### src/rtl/dmem_arbiter_if.sv
// Requester and DMEM signal bundle for dmem_arbiter.
// The arbiter takes the slave modport. The requesters and the DMEM model take the master modport.
interface dmem_arbiter_if;
  logic        p0_req;
  logic        p0_we;
  logic [31:0] p0_addr;
  logic [31:0] p0_wdata;
  logic [1:0]  p0_size;
  logic        p0_ack;
  logic        p0_err;
  logic [31:0] p0_rdata;

  logic        p1_req;
  logic        p1_we;
  logic [31:0] p1_addr;
  logic [31:0] p1_wdata;
  logic [1:0]  p1_size;
  logic        p1_ack;
  logic        p1_err;
  logic [31:0] p1_rdata;

  logic [31:0] daddr;
  logic [31:0] indata;
  logic [1:0]  str;
  logic [1:0]  stw;
  logic        we;
  logic [31:0] outdata;

  modport slave (
    input  p0_req, p0_we, p0_addr, p0_wdata, p0_size,
    output p0_ack, p0_err, p0_rdata,
    input  p1_req, p1_we, p1_addr, p1_wdata, p1_size,
    output p1_ack, p1_err, p1_rdata,
    output daddr, indata, str, stw, we,
    input  outdata
  );

  modport master (
    output p0_req, p0_we, p0_addr, p0_wdata, p0_size,
    input  p0_ack, p0_err, p0_rdata,
    output p1_req, p1_we, p1_addr, p1_wdata, p1_size,
    input  p1_ack, p1_err, p1_rdata,
    input  daddr, indata, str, stw, we,
    output outdata
  );
endinterface

### src/rtl/dmem_arbiter.sv
// Two-port DMEM access controller: IDLE -> ISSUE -> DONE, one access per 3 cycles.
// Define DMEM_ARB_RR_EN for round-robin arbitration. Without it, port 0 has fixed priority.
// Handshake: a requester holds req high until its one-cycle ack. err and rdata are valid with ack,
// and rdata holds its value until the next ack on the same port.
module dmem_arbiter #(
  parameter int unsigned MEM_BYTES = 1024
) (
  input  logic                 clk,
  input  logic                 rst_n,
  dmem_arbiter_if.slave        bus,
  output logic                 busy,
  output logic [1:0]           dbg_state_o
);
  typedef enum logic [1:0] {IDLE = 2'd0, ISSUE = 2'd1, DONE = 2'd2} state_t;

  localparam logic [31:0] MEM_LIMIT = 32'(MEM_BYTES);

  state_t      state_q, state_d;
  logic [31:0] addr_q, wdata_q;
  logic [1:0]  size_q;
  logic        we_q, port_q, err_q;
  logic [31:0] p0_rdata_q, p1_rdata_q;

  logic        any_req, grant_p1;
  logic [31:0] sel_addr, sel_wdata;
  logic [1:0]  sel_size;
  logic        sel_we, sel_err;
  logic        issue_ok, done, good_rd;

`ifdef DMEM_ARB_RR_EN
  logic last_q;  // 1 = port 1 was served last
`endif

  always_comb begin
    any_req = bus.p0_req | bus.p1_req;
`ifdef DMEM_ARB_RR_EN
    if (bus.p0_req && bus.p1_req) grant_p1 = ~last_q;
    else                          grant_p1 = bus.p1_req;
`else
    grant_p1 = bus.p1_req & ~bus.p0_req;
`endif
    sel_addr  = grant_p1 ? bus.p1_addr  : bus.p0_addr;
    sel_wdata = grant_p1 ? bus.p1_wdata : bus.p0_wdata;
    sel_size  = grant_p1 ? bus.p1_size  : bus.p0_size;
    sel_we    = grant_p1 ? bus.p1_we    : bus.p0_we;
    sel_err   = (sel_size == 2'b11) ||
                (sel_size == 2'b01 && sel_addr[0]) ||
                (sel_size == 2'b10 && sel_addr[1:0] != 2'b00) ||
                (sel_addr >= MEM_LIMIT);
  end

  always_comb begin
    state_d = state_q;
    unique case (state_q)
      IDLE:    if (any_req) state_d = ISSUE;
      ISSUE:   state_d = DONE;
      DONE:    state_d = IDLE;
      default: state_d = IDLE;
    endcase
  end

  always_ff @(posedge clk or negedge rst_n) begin
    if (!rst_n) begin
      state_q    <= IDLE;
      addr_q     <= '0;
      wdata_q    <= '0;
      size_q     <= '0;
      we_q       <= 1'b0;
      port_q     <= 1'b0;
      err_q      <= 1'b0;
      p0_rdata_q <= '0;
      p1_rdata_q <= '0;
`ifdef DMEM_ARB_RR_EN
      last_q     <= 1'b1;
`endif
    end else begin
      state_q <= state_d;
      if (state_q == IDLE && any_req) begin
        addr_q  <= sel_addr;
        wdata_q <= sel_wdata;
        size_q  <= sel_size;
        we_q    <= sel_we;
        port_q  <= grant_p1;
        err_q   <= sel_err;
`ifdef DMEM_ARB_RR_EN
        last_q  <= grant_p1;
`endif
      end
      if (good_rd) begin
        if (port_q) p1_rdata_q <= bus.outdata;
        else        p0_rdata_q <= bus.outdata;
      end
    end
  end

  // All outputs decode from state_q, so an async reset drops we immediately.
  always_comb begin
    issue_ok     = (state_q == ISSUE) && !err_q;
    done         = (state_q == DONE);
    good_rd      = done && !err_q && !we_q;
    bus.daddr    = issue_ok ? addr_q : '0;
    bus.indata   = (issue_ok && we_q) ? wdata_q : '0;
    bus.stw      = (issue_ok && we_q) ? size_q : 2'b00;
    bus.str      = (issue_ok && !we_q) ? size_q : 2'b00;
    bus.we       = issue_ok && we_q;
    bus.p0_ack   = done && !port_q;
    bus.p1_ack   = done && port_q;
    bus.p0_err   = done && !port_q && err_q;
    bus.p1_err   = done && port_q && err_q;
    // The DMEM read data arrives in DONE, so it is forwarded here to line up with the ack.
    bus.p0_rdata = (good_rd && !port_q) ? bus.outdata : p0_rdata_q;
    bus.p1_rdata = (good_rd && port_q)  ? bus.outdata : p1_rdata_q;
    busy         = (state_q != IDLE);
    dbg_state_o  = state_q;
  end
endmodule

### src/flat_wrapper.sv
// flat-port wrapper written by rule: the top's interface ports become plain ports
module dmem_arbiter_flat 
#(
  parameter int unsigned MEM_BYTES = 1024
)
  (clk, rst_n, busy, dbg_state_o, bus_p0_req, bus_p0_we, bus_p0_addr, bus_p0_wdata, bus_p0_size, bus_p0_ack, bus_p0_err, bus_p0_rdata, bus_p1_req, bus_p1_we, bus_p1_addr, bus_p1_wdata, bus_p1_size, bus_p1_ack, bus_p1_err, bus_p1_rdata, bus_daddr, bus_indata, bus_str, bus_stw, bus_we, bus_outdata);
  dmem_arbiter_if bus_i ();
  input  logic clk;
  input  logic rst_n;
  output logic busy;
  output logic [1:0] dbg_state_o;
  input wire logic [$bits(bus_i.p0_req)-1:0] bus_p0_req;
  input wire logic [$bits(bus_i.p0_we)-1:0] bus_p0_we;
  input wire logic [$bits(bus_i.p0_addr)-1:0] bus_p0_addr;
  input wire logic [$bits(bus_i.p0_wdata)-1:0] bus_p0_wdata;
  input wire logic [$bits(bus_i.p0_size)-1:0] bus_p0_size;
  output wire logic [$bits(bus_i.p0_ack)-1:0] bus_p0_ack;
  output wire logic [$bits(bus_i.p0_err)-1:0] bus_p0_err;
  output wire logic [$bits(bus_i.p0_rdata)-1:0] bus_p0_rdata;
  input wire logic [$bits(bus_i.p1_req)-1:0] bus_p1_req;
  input wire logic [$bits(bus_i.p1_we)-1:0] bus_p1_we;
  input wire logic [$bits(bus_i.p1_addr)-1:0] bus_p1_addr;
  input wire logic [$bits(bus_i.p1_wdata)-1:0] bus_p1_wdata;
  input wire logic [$bits(bus_i.p1_size)-1:0] bus_p1_size;
  output wire logic [$bits(bus_i.p1_ack)-1:0] bus_p1_ack;
  output wire logic [$bits(bus_i.p1_err)-1:0] bus_p1_err;
  output wire logic [$bits(bus_i.p1_rdata)-1:0] bus_p1_rdata;
  output wire logic [$bits(bus_i.daddr)-1:0] bus_daddr;
  output wire logic [$bits(bus_i.indata)-1:0] bus_indata;
  output wire logic [$bits(bus_i.str)-1:0] bus_str;
  output wire logic [$bits(bus_i.stw)-1:0] bus_stw;
  output wire logic [$bits(bus_i.we)-1:0] bus_we;
  input wire logic [$bits(bus_i.outdata)-1:0] bus_outdata;
  assign bus_i.p0_req = bus_p0_req;
  assign bus_i.p0_we = bus_p0_we;
  assign bus_i.p0_addr = bus_p0_addr;
  assign bus_i.p0_wdata = bus_p0_wdata;
  assign bus_i.p0_size = bus_p0_size;
  assign bus_p0_ack = bus_i.p0_ack;
  assign bus_p0_err = bus_i.p0_err;
  assign bus_p0_rdata = bus_i.p0_rdata;
  assign bus_i.p1_req = bus_p1_req;
  assign bus_i.p1_we = bus_p1_we;
  assign bus_i.p1_addr = bus_p1_addr;
  assign bus_i.p1_wdata = bus_p1_wdata;
  assign bus_i.p1_size = bus_p1_size;
  assign bus_p1_ack = bus_i.p1_ack;
  assign bus_p1_err = bus_i.p1_err;
  assign bus_p1_rdata = bus_i.p1_rdata;
  assign bus_daddr = bus_i.daddr;
  assign bus_indata = bus_i.indata;
  assign bus_str = bus_i.str;
  assign bus_stw = bus_i.stw;
  assign bus_we = bus_i.we;
  assign bus_i.outdata = bus_outdata;
  dmem_arbiter #(.MEM_BYTES(MEM_BYTES)) u_core (.clk(clk), .rst_n(rst_n), .bus(bus_i), .busy(busy), .dbg_state_o(dbg_state_o));
endmodule
### config.mk
export PLATFORM = sky130hd
export DESIGN_NAME = dmem_arbiter_flat
export DESIGN_NICKNAME = d
export VERILOG_FILES = /design/src/rtl/dmem_arbiter_if.sv /design/src/rtl/dmem_arbiter.sv /design/src/flat_wrapper.sv
export SDC_FILE = /design/constraint.sdc
export NUM_CORES = 1
export LEC_CHECK = 0
export CAP_MARGIN = 15
export CORE_MARGIN = 2
export CORE_UTILIZATION = 40
export CTS_CLUSTER_SIZE = 25
export DETAILED_ROUTE_END_ITERATION = 10
export GPL_TIMING_DRIVEN = 0
export HOLD_SLACK_MARGIN = 0.15
export PLACE_DENSITY = 0.8
export SETUP_SLACK_MARGIN = 0.05
export SYNTH_ARGS = -nofsm -noshare
export SYNTH_HDL_FRONTEND = slang
export SYNTH_SLANG_ARGS = --single-unit
### constraint.sdc
create_clock -name clk -period 3.9 [get_ports clk]
set_input_delay 0.975 -clock clk [delete_from_list [all_inputs] [get_ports clk]]
set_output_delay 0.975 -clock clk [all_outputs]
set_load 0.02 [all_outputs]
# Yosys cells after proc, flatten, opt, wreduce, memory -nomap -nowiden
# Cells that the tools add are included.
# op_classes
reduce_logical,25
shift,0
muxes,12
add_sub_neg,0
n_div,0
n_eq_ne,6
bitwise,4
order_cmp,1
mul,0
# op_table
cell,count
$mux 32,6
$ge 32x11->1 const B,1
$logic_and 1x1->1,14
$mux 2,4
$eq 2x2->1 const B,3
$eq 2x1->1 const B,2
$pmux 2 s2,1
$reduce_and 2->1,2
$reduce_bool 2->1,2
$logic_not 1->1,3
$logic_or 1x1->1,3
$logic_not 2->1,1
$ne 2x1->1 const B,1
$not 1->1,2
$and 1x1->1,1
$mux 1,1
$or 1x1->1,1
# word_totals
ram_bits,0
n_memories,0
mem_bits_ro,0
latch_bits,0
ff_bits,135

# Logic depth before layout (Yosys ltp)
# Gate-level depths: netlist (run 1).
# depth
depth_word,8
mapped_depth,7
mapped_depth_nobuf,5

# Least setup slack after synthesis (run 1)
# OpenSTA, ideal clock, no wires.
# synth_path
path_kind,reg2out
from,register u_core.state_q[1] (netlist: u_core.dbg_state_o[1])
to,output port bus_p0_rdata[10]
arrival_ns,1.537
stages_incl_launch_ff,5
setup_slack_ns,1.388
cell_sequence,dfrtp_1 nor3b_4 nand2_2 buf_6 mux2_4
# synth_via
elab_chain_cells,5
# synth_lines
item,line,text
"start, declared",dmem_arbiter.sv:18,"state_t state_q, state_d;"
"start signal, assigned",dmem_arbiter.sv:77,state_q <= state_d;
$eq 2x2->1,dmem_arbiter.sv:99,done = (state_q == DONE);
$logic_and 1x1->1 (2 in a row),dmem_arbiter.sv:100,good_rd = done && !err_q && !we_q;
$logic_and 1x1->1,dmem_arbiter.sv:111,bus.p0_rdata = (good_rd && !port_q) ? bus.outdata : p0_rdata_q;
$mux 32,dmem_arbiter.sv:111,
"end, declared",flat_wrapper.sv:19,output wire logic [$bits(bus_i.p0_rdata)-1:0] bus_p0_rdata;
# No other way between the ends.

# Worst setup path in the final report (run 1)
# layout_path
from,register u_core.we_q
to,output port bus_p0_rdata[29]
# layout_via
elab_chain_cells,4
# layout_lines
item,line,text
"start, declared",dmem_arbiter.sv:21,"logic we_q, port_q, err_q;"
"start signal, assigned",dmem_arbiter.sv:82,we_q <= sel_we;
$logic_not 1->1,dmem_arbiter.sv:100,
$logic_and 1x1->1,dmem_arbiter.sv:100,
$logic_and 1x1->1,dmem_arbiter.sv:111,
$mux 32,dmem_arbiter.sv:111,
# No other way between the ends.

==> results of run 1 <==
[registers in the layout, summed over array words and instances, names as in the netlist]
signal	flops
u_core.addr_q	32
u_core.dbg_state_o	2
u_core.err_q	1
u_core.p0_rdata_q	32
u_core.p1_rdata_q	32
u_core.port_q	1
u_core.size_q	2
u_core.wdata_q	32
u_core.we_q	1
[cell usage in the layout (no fill, tap or decap), types with 3 or more instances in the layout]
| cell | Yosys | layout |
|---|---|---|
| a21oi_1 | 4 | 4 |
| and2_1 | 35 | 35 |
| and3_1 | 36 | 36 |
| buf_2 | 14 | 14 |
| buf_6 | 14 | 15 |
| bufinv_16 | 0 | 4 |
| clkbuf_1 | 11 | 12 |
| clkbuf_16 | 0 | 17 |
| clkdlybuf4s50_1 | 0 | 308 |
| clkinvlp_4 | 0 | 3 |
| dfrtp_1 | 135 | 135 |
| inv_6 | 0 | 3 |
| mux2_1 | 4 | 4 |
| mux2_4 | 60 | 60 |
| mux2i_1 | 68 | 68 |
| nand2_1 | 70 | 70 |
| nor2_1 | 5 | 5 |
| nor3_1 | 4 | 4 |
| nor4_1 | 8 | 8 |
| o21ai_1 | 67 | 67 |
[layer usage]
metal | vias to the layer above | track usage
li1 | 2597 | -
met1 | 2627 | 0.298
met2 | 237 | 0.409
met5 | - | 0
met4 | 0 | 0.0779
met3 | 22 | 0.0677
[worst reg2reg max path: cells and delay by family (launching register included)]
family,cells,cell delay (ns)
buf+inv,1,0.23
flops,1,0.51
mux,1,0.34
simple gates,2,0.66
[power by group]
group	internal, uW	total, uW	switching [uW]
clock network	1080	1690	612
registers	1810	2020	210
logic	656	1450	794
[worst max-delay path by stage]
stage	start	to	slack (ns)	depth (start not counted)
floorplan	u_core.dbg_state_o[1]$_DFFE_PN0P_	bus_p0_rdata[10]	1.39	4
global placement	rst_n	u_core.wdata_q[22]$_DFFE_PN0P_	-3.45	1
detailed placement	bus_outdata[31]	bus_p0_rdata[31]	0.57	3
CTS	u_core.we_q$_DFFE_PN0P_	bus_p0_rdata[28]	0.25	5
global route	u_core.we_q$_DFFE_PN0P_	bus_p0_rdata[28]	0.15	5
finish	u_core.we_q$_DFFE_PN0P_	bus_p0_rdata[29]	0.25	5
[layout make-up]
cell class	instances	area, sq um	share of cell area
Inverter	2	7.51	0.000709
Tap cell	216	270	0.0255
Multi-Input combinational cell	378	2910	0.275
Sequential cell	135	3380	0.319
Clock inverter	14	196	0.0186
Clock buffer	18	429	0.0406
Timing Repair Buffer	310	3120	0.295
Buffer	39	269	0.0254
[metrics by stage]
| step | instances | hold slack (ns) | setup TNS (ns) | cell area (sq um) |
|---|---|---|---|---|
| 6_report | 1112 | 0.475 | 0 | 10600 |
| 5_1_grt | 1112 | 0.497 | 0 | 10600 |
| 4_1_cts | 1112 | 0.480 | 0 | 10600 |
| 3_5_place_dp | 1080 | 0.467 | 0 | 9960 |
| 3_3_place_gp | 1079 | 0.459 | -464.60 | 9930 |
| 2_1_floorplan | 554 | 0.447 | 0 | 6560 |
[cell families after synthesis]
family	share of synthesized area
AOI/OAI and AO/OA	0.0612
muxes	0.248
buffers and inverters	0.0421
and+or+nand+nor	0.134
DFF	0.515
==> flow_summary.ini, run 1 <==
[run_status]
status = completed

[yosys]
synth.cells.most_frequent = dfrtp_1 (135), nand2_1 (70), mux2i_1 (68)
synth_area_per_cell_sq_um = 11.8
ys.flop_type = dfrtp_1
netlist.area_leader.share = 0.515
async_flop_share = 1.00
synth_most_common_cell = dfrtp_1
ys_seq_area_frac = 0.515
yosysTopAreaCell = dfrtp_1
netlist_area_sq_um = 6560
yosysUniqueCellTypes = 29
ys_warn_count = 0
syn-num-nets = 724
synth-seq-cells = 135
synth.area.top_cells = dfrtp_1 (51%), mux2_4 (14%), mux2i_1 (10%)
synth_edf_count = 0
syn-instance-count = 554

[pwr]
cellPowerDensity_nw_per_um2 = 488
ir_worst_vdd_mv = 0.296
p_leak_uw = 0.00503
totalPowerFinal_uw = 5160

[cts]
cts_tree = built
clkTransAtPathRegs_ns = 0.06
clock_path_buffers = 2
h-tree-depth = 4
cts_setup_buffers = 0
clock_latency_ns = 0.41
numCtsBuffers = 17
cts_root_buf = clkbuf_16
cts_num_sinks = 135
hold_buffers = 0
ctsResizeCount = 0

[sta]
worstMarginPinSlew_ns = 0.778
slew_headroom = 0.482
rsz0062_at_grt = false
finalHoldViolations = 0
worst_slack_ns = 0.246
fin_worst_skew_ns = 0.00820
setup_viol = 0
fmax_ghz = 0.274
finalCritPeriodShare = 0.937
drv_slew = 0
fin_crit_ns = 3.65

[run]
drv_cap = 0

[drt]
met2WireLength_mm = 10.2
routed-via-count = 5483
drt-met1-wl_mm = 8.81
drtIter0Drc = 196
wire_per_inst_um = 18.6
drc = 0
viasPerCell = 4.93
firstDrtPassIters = 4
wl_mm = 20.7
top_layer_used = met4
antenna_left = 0
route.met3.wl_mm = 1.34

[global_routing]
grt_max_degree = 85
grt_overflow_total = 0
grt_pass1_wl_mm = 32.8
antenna_found_initial = 0
grt_usage = 0.241
grt_pass1_vias = 5859

[placement]
place_congestion = 0.840
preCtsSetupSlack_ns = 0.568
port_buffers = 309
dp_hpwl_mm = 16.0

[setup_path]
cp-end-kind = output port
cp_cell_sequence = nor2_1 > nand2_2 > buf_6 > mux2_4 > clkdlybuf4s50_1
rr_endpoint = u_core.p1_rdata_q[5]$_DFFE_PN0P_
timing.rr.start = u_core.we_q$_DFFE_PN0P_
crit_type = reg2out
cpPeakStageDelay_ns = 0.57
rr_worst_depth = 4
worst-r2r-setup-slack_ns = 2.05
crit_buf_inv = 2
cp_max_fo = 10
cp_data_required_time_ns = 2.92
cp_top_family = buffers and inverters
worst_setup_path_start_kind = register
crit_arrival_ns = 2.68
crit_slowest_cell = clkdlybuf4s50_1

[hold_path]
hold_end = u_core.addr_q[24]$_DFFE_PN0P_
min_path_cells = 2
hold_class = reg2reg
min_from = u_core.addr_q[24]$_DFFE_PN0P_

[die]
initial_core_util = 0.412
std_cell_rows = 46
die_x_um = 132
die_area_sq_um = 17500
boundaryPins = 310
core_area_sq_um = 15900
die_h_um = 132

[final_layout]
n_antenna_cell = 0
fill_cells = 1250
area_delta_synth_final_pct = 61.2
drive_gt1_frac = 0.142
post-route-util = 0.664
nets = 1053
Note: power is estimated with default switching activity, not from simulation.
==> run 2, diff against run 1 <==
Settings changed: DONT_BUFFER_PORTS set to 1, PLACE_DENSITY 0.8 to 0.55, REMOVE_ABC_BUFFERS set to 1.
==> flow_summary.ini, run 2 (same netlist as run 1, synthesis figures left out) <==
[pwr]
p_comb_frac = 0.215
p_int_uw = 3110
switching_share = 0.323
ir_worst_vdd_mv = 0.280
p_seq_frac = 0.451
p_leak_uw = 0.00375
pwr-share-clk = 0.334
p_sw_uw = 1480
cellPowerDensity_nw_per_um2 = 631

[global_routing]
antenna_found_initial = 0
grt_usage = 0.185
grt_pass1_vias = 4277
grt_pass1_wl_mm = 24.8
grt_overflow_total = 0
grt_max_degree = 136

[drt]
viasPerCell = 5.25
drc = 0
wl_mm = 16.0
firstDrtPassIters = 6
wire_per_inst_um = 20.8
antenna_left = 0
routed-via-count = 4034
drtIter0Drc = 154

[setup_path]
crit_start = u_core.we_q$_DFFE_PN0P_
cp_cell_sequence = nor2_1 > nand2_4 > mux2_1
cp_top_family = simple AND/OR/NAND/NOR gates
cpPeakStageDelay_ns = 0.62
crit_arrival_ns = 2.54
crit_slowest_cell = dfrtp_2
crit_buf_inv = 0
cp_data_required_time_ns = 2.92
worst_setup_path_start_kind = register
cp-end-kind = output port
timing.rr.start = u_core.we_q$_DFFE_PN0P_
cp_max_fo = 37
crit_type = reg2out
worst-r2r-setup-slack_ns = 1.61

[cts]
h-tree-depth = 4
clock_path_buffers = 2
numCtsBuffers = 17
cts_num_sinks = 135
hold_buffers = 0
cts_tree = built
cts_root_buf = clkbuf_16
clock_latency_ns = 0.42
clkTransAtPathRegs_ns = 0.06

[placement]
port_buffers = 0
preCtsSetupSlack_ns = 0.221
dp_hpwl_mm = 11.6
place_congestion = 0.789

[die]
std_cell_rows = 46
die_h_um = 132
initial_core_util = 0.412
die_area_sq_um = 17500
core_area_sq_um = 15900
boundaryPins = 310
die_x_um = 132

[sta]
fin_worst_skew_ns = 0.0106
fin_crit_ns = 3.51
drv_slew = 0
worst_slack_ns = 0.385
finalCritPeriodShare = 0.901
setup_viol = 0
fmax_ghz = 0.285
slew_headroom = 0.545
finalHoldViolations = 0
worstMarginPinSlew_ns = 0.680
rsz0062_at_grt = false

[final_layout]
area_delta_synth_final_pct = 10.9
final_common_cell = dfrtp_1
seqCellArea_sq_um = 3380
final_cell_mix = dfrtp_1 (134), nand2_1 (70), mux2i_1 (68), o21ai_1 (67), mux2_4 (60)
n_antenna_cell = 0
fill_cells = 1481
post-route-util = 0.457
nets = 709
drive_gt1_frac = 0.190
multi_input_area_sq_um = 2940

[hold_path]
hold_class = in2async

[run]
drv_cap = 0

[run_status]
status = completed
## run 2: worst paths after layout
check | to | cells past startpoint
max reg2reg | u_core.p1_rdata_q[31]$_DFFE_PN0P_ | 3
min reg2reg | u_core.addr_q[1]$_DFFE_PN0P_ | 2
min in group clk | u_core.addr_q[1]$_DFFE_PN0P_ | 2
max in group asynchronous | u_core.dbg_state_o[0]$_DFFE_PN0P_ | 0
max | bus_p1_rdata[31] | 3
min | u_core.p1_rdata_q[12]$_DFFE_PN0P_ | 0
## run 2: repair_timing
item | 4_1_cts | 5_1_grt
gates resized for setup | 0 | 3
buffers inserted | 0 | 0
setup endpoints to repair | 64 | 64
## run 2: cell type report
class | instances | area share
Inverter | 2 | 0.00103
Tap cell | 216 | 0.0371
Multi-Input combinational cell | 378 | 0.403
Clock buffer | 18 | 0.0590
Sequential cell | 135 | 0.464
Clock inverter | 14 | 0.0196
Timing Repair Buffer | 5 | 0.0158
## run 2: metrics by stage
stage	total power (uW)	area, sq um	setup TNS, ns	std cells	hold slack, ns
finish	4590	7280	0	768	0.247
global placement	3030	6570	-77.61	731	0.460
floorplan	2800	6290	-15.15	515	0.447
global route	4910	7280	0	768	0.217
CTS	4660	7270	-8.87	768	0.218
detailed placement	3100	6700	0	736	0.468
## run 2: power groups by stage
stage | Clock (uW) | Sequential (uW) | Combinational [uW]
final | 1530 | 2070 | 985
after global routing | 1660 | 2130 | 1120
after CTS | 1590 | 2080 | 997
after detailed placement | 0 | 2090 | 1000
after global placement | 0 | 2080 | 948
after floorplan | 0 | 2000 | 798
## run 2: metal layers
layer | GRT usage | vias up | wire length [um] | part of all wire
met5 | 0 | - | 0 | 0
met4 | 0.0483 | 0 | 170 | 0.011
met3 | 0.0865 | 13 | 1610 | 0.10
met2 | 0.302 | 221 | 7730 | 0.48
met1 | 0.220 | 1902 | 6460 | 0.40
li1 | - | 1898 | - | -
## run 2: worst reg2reg max path, delay by kind of cell, from the launching register on
family,cells,cell delay (ns)
DFF,1,0.62
muxes,1,0.61
and+or+nand+nor,2,0.89
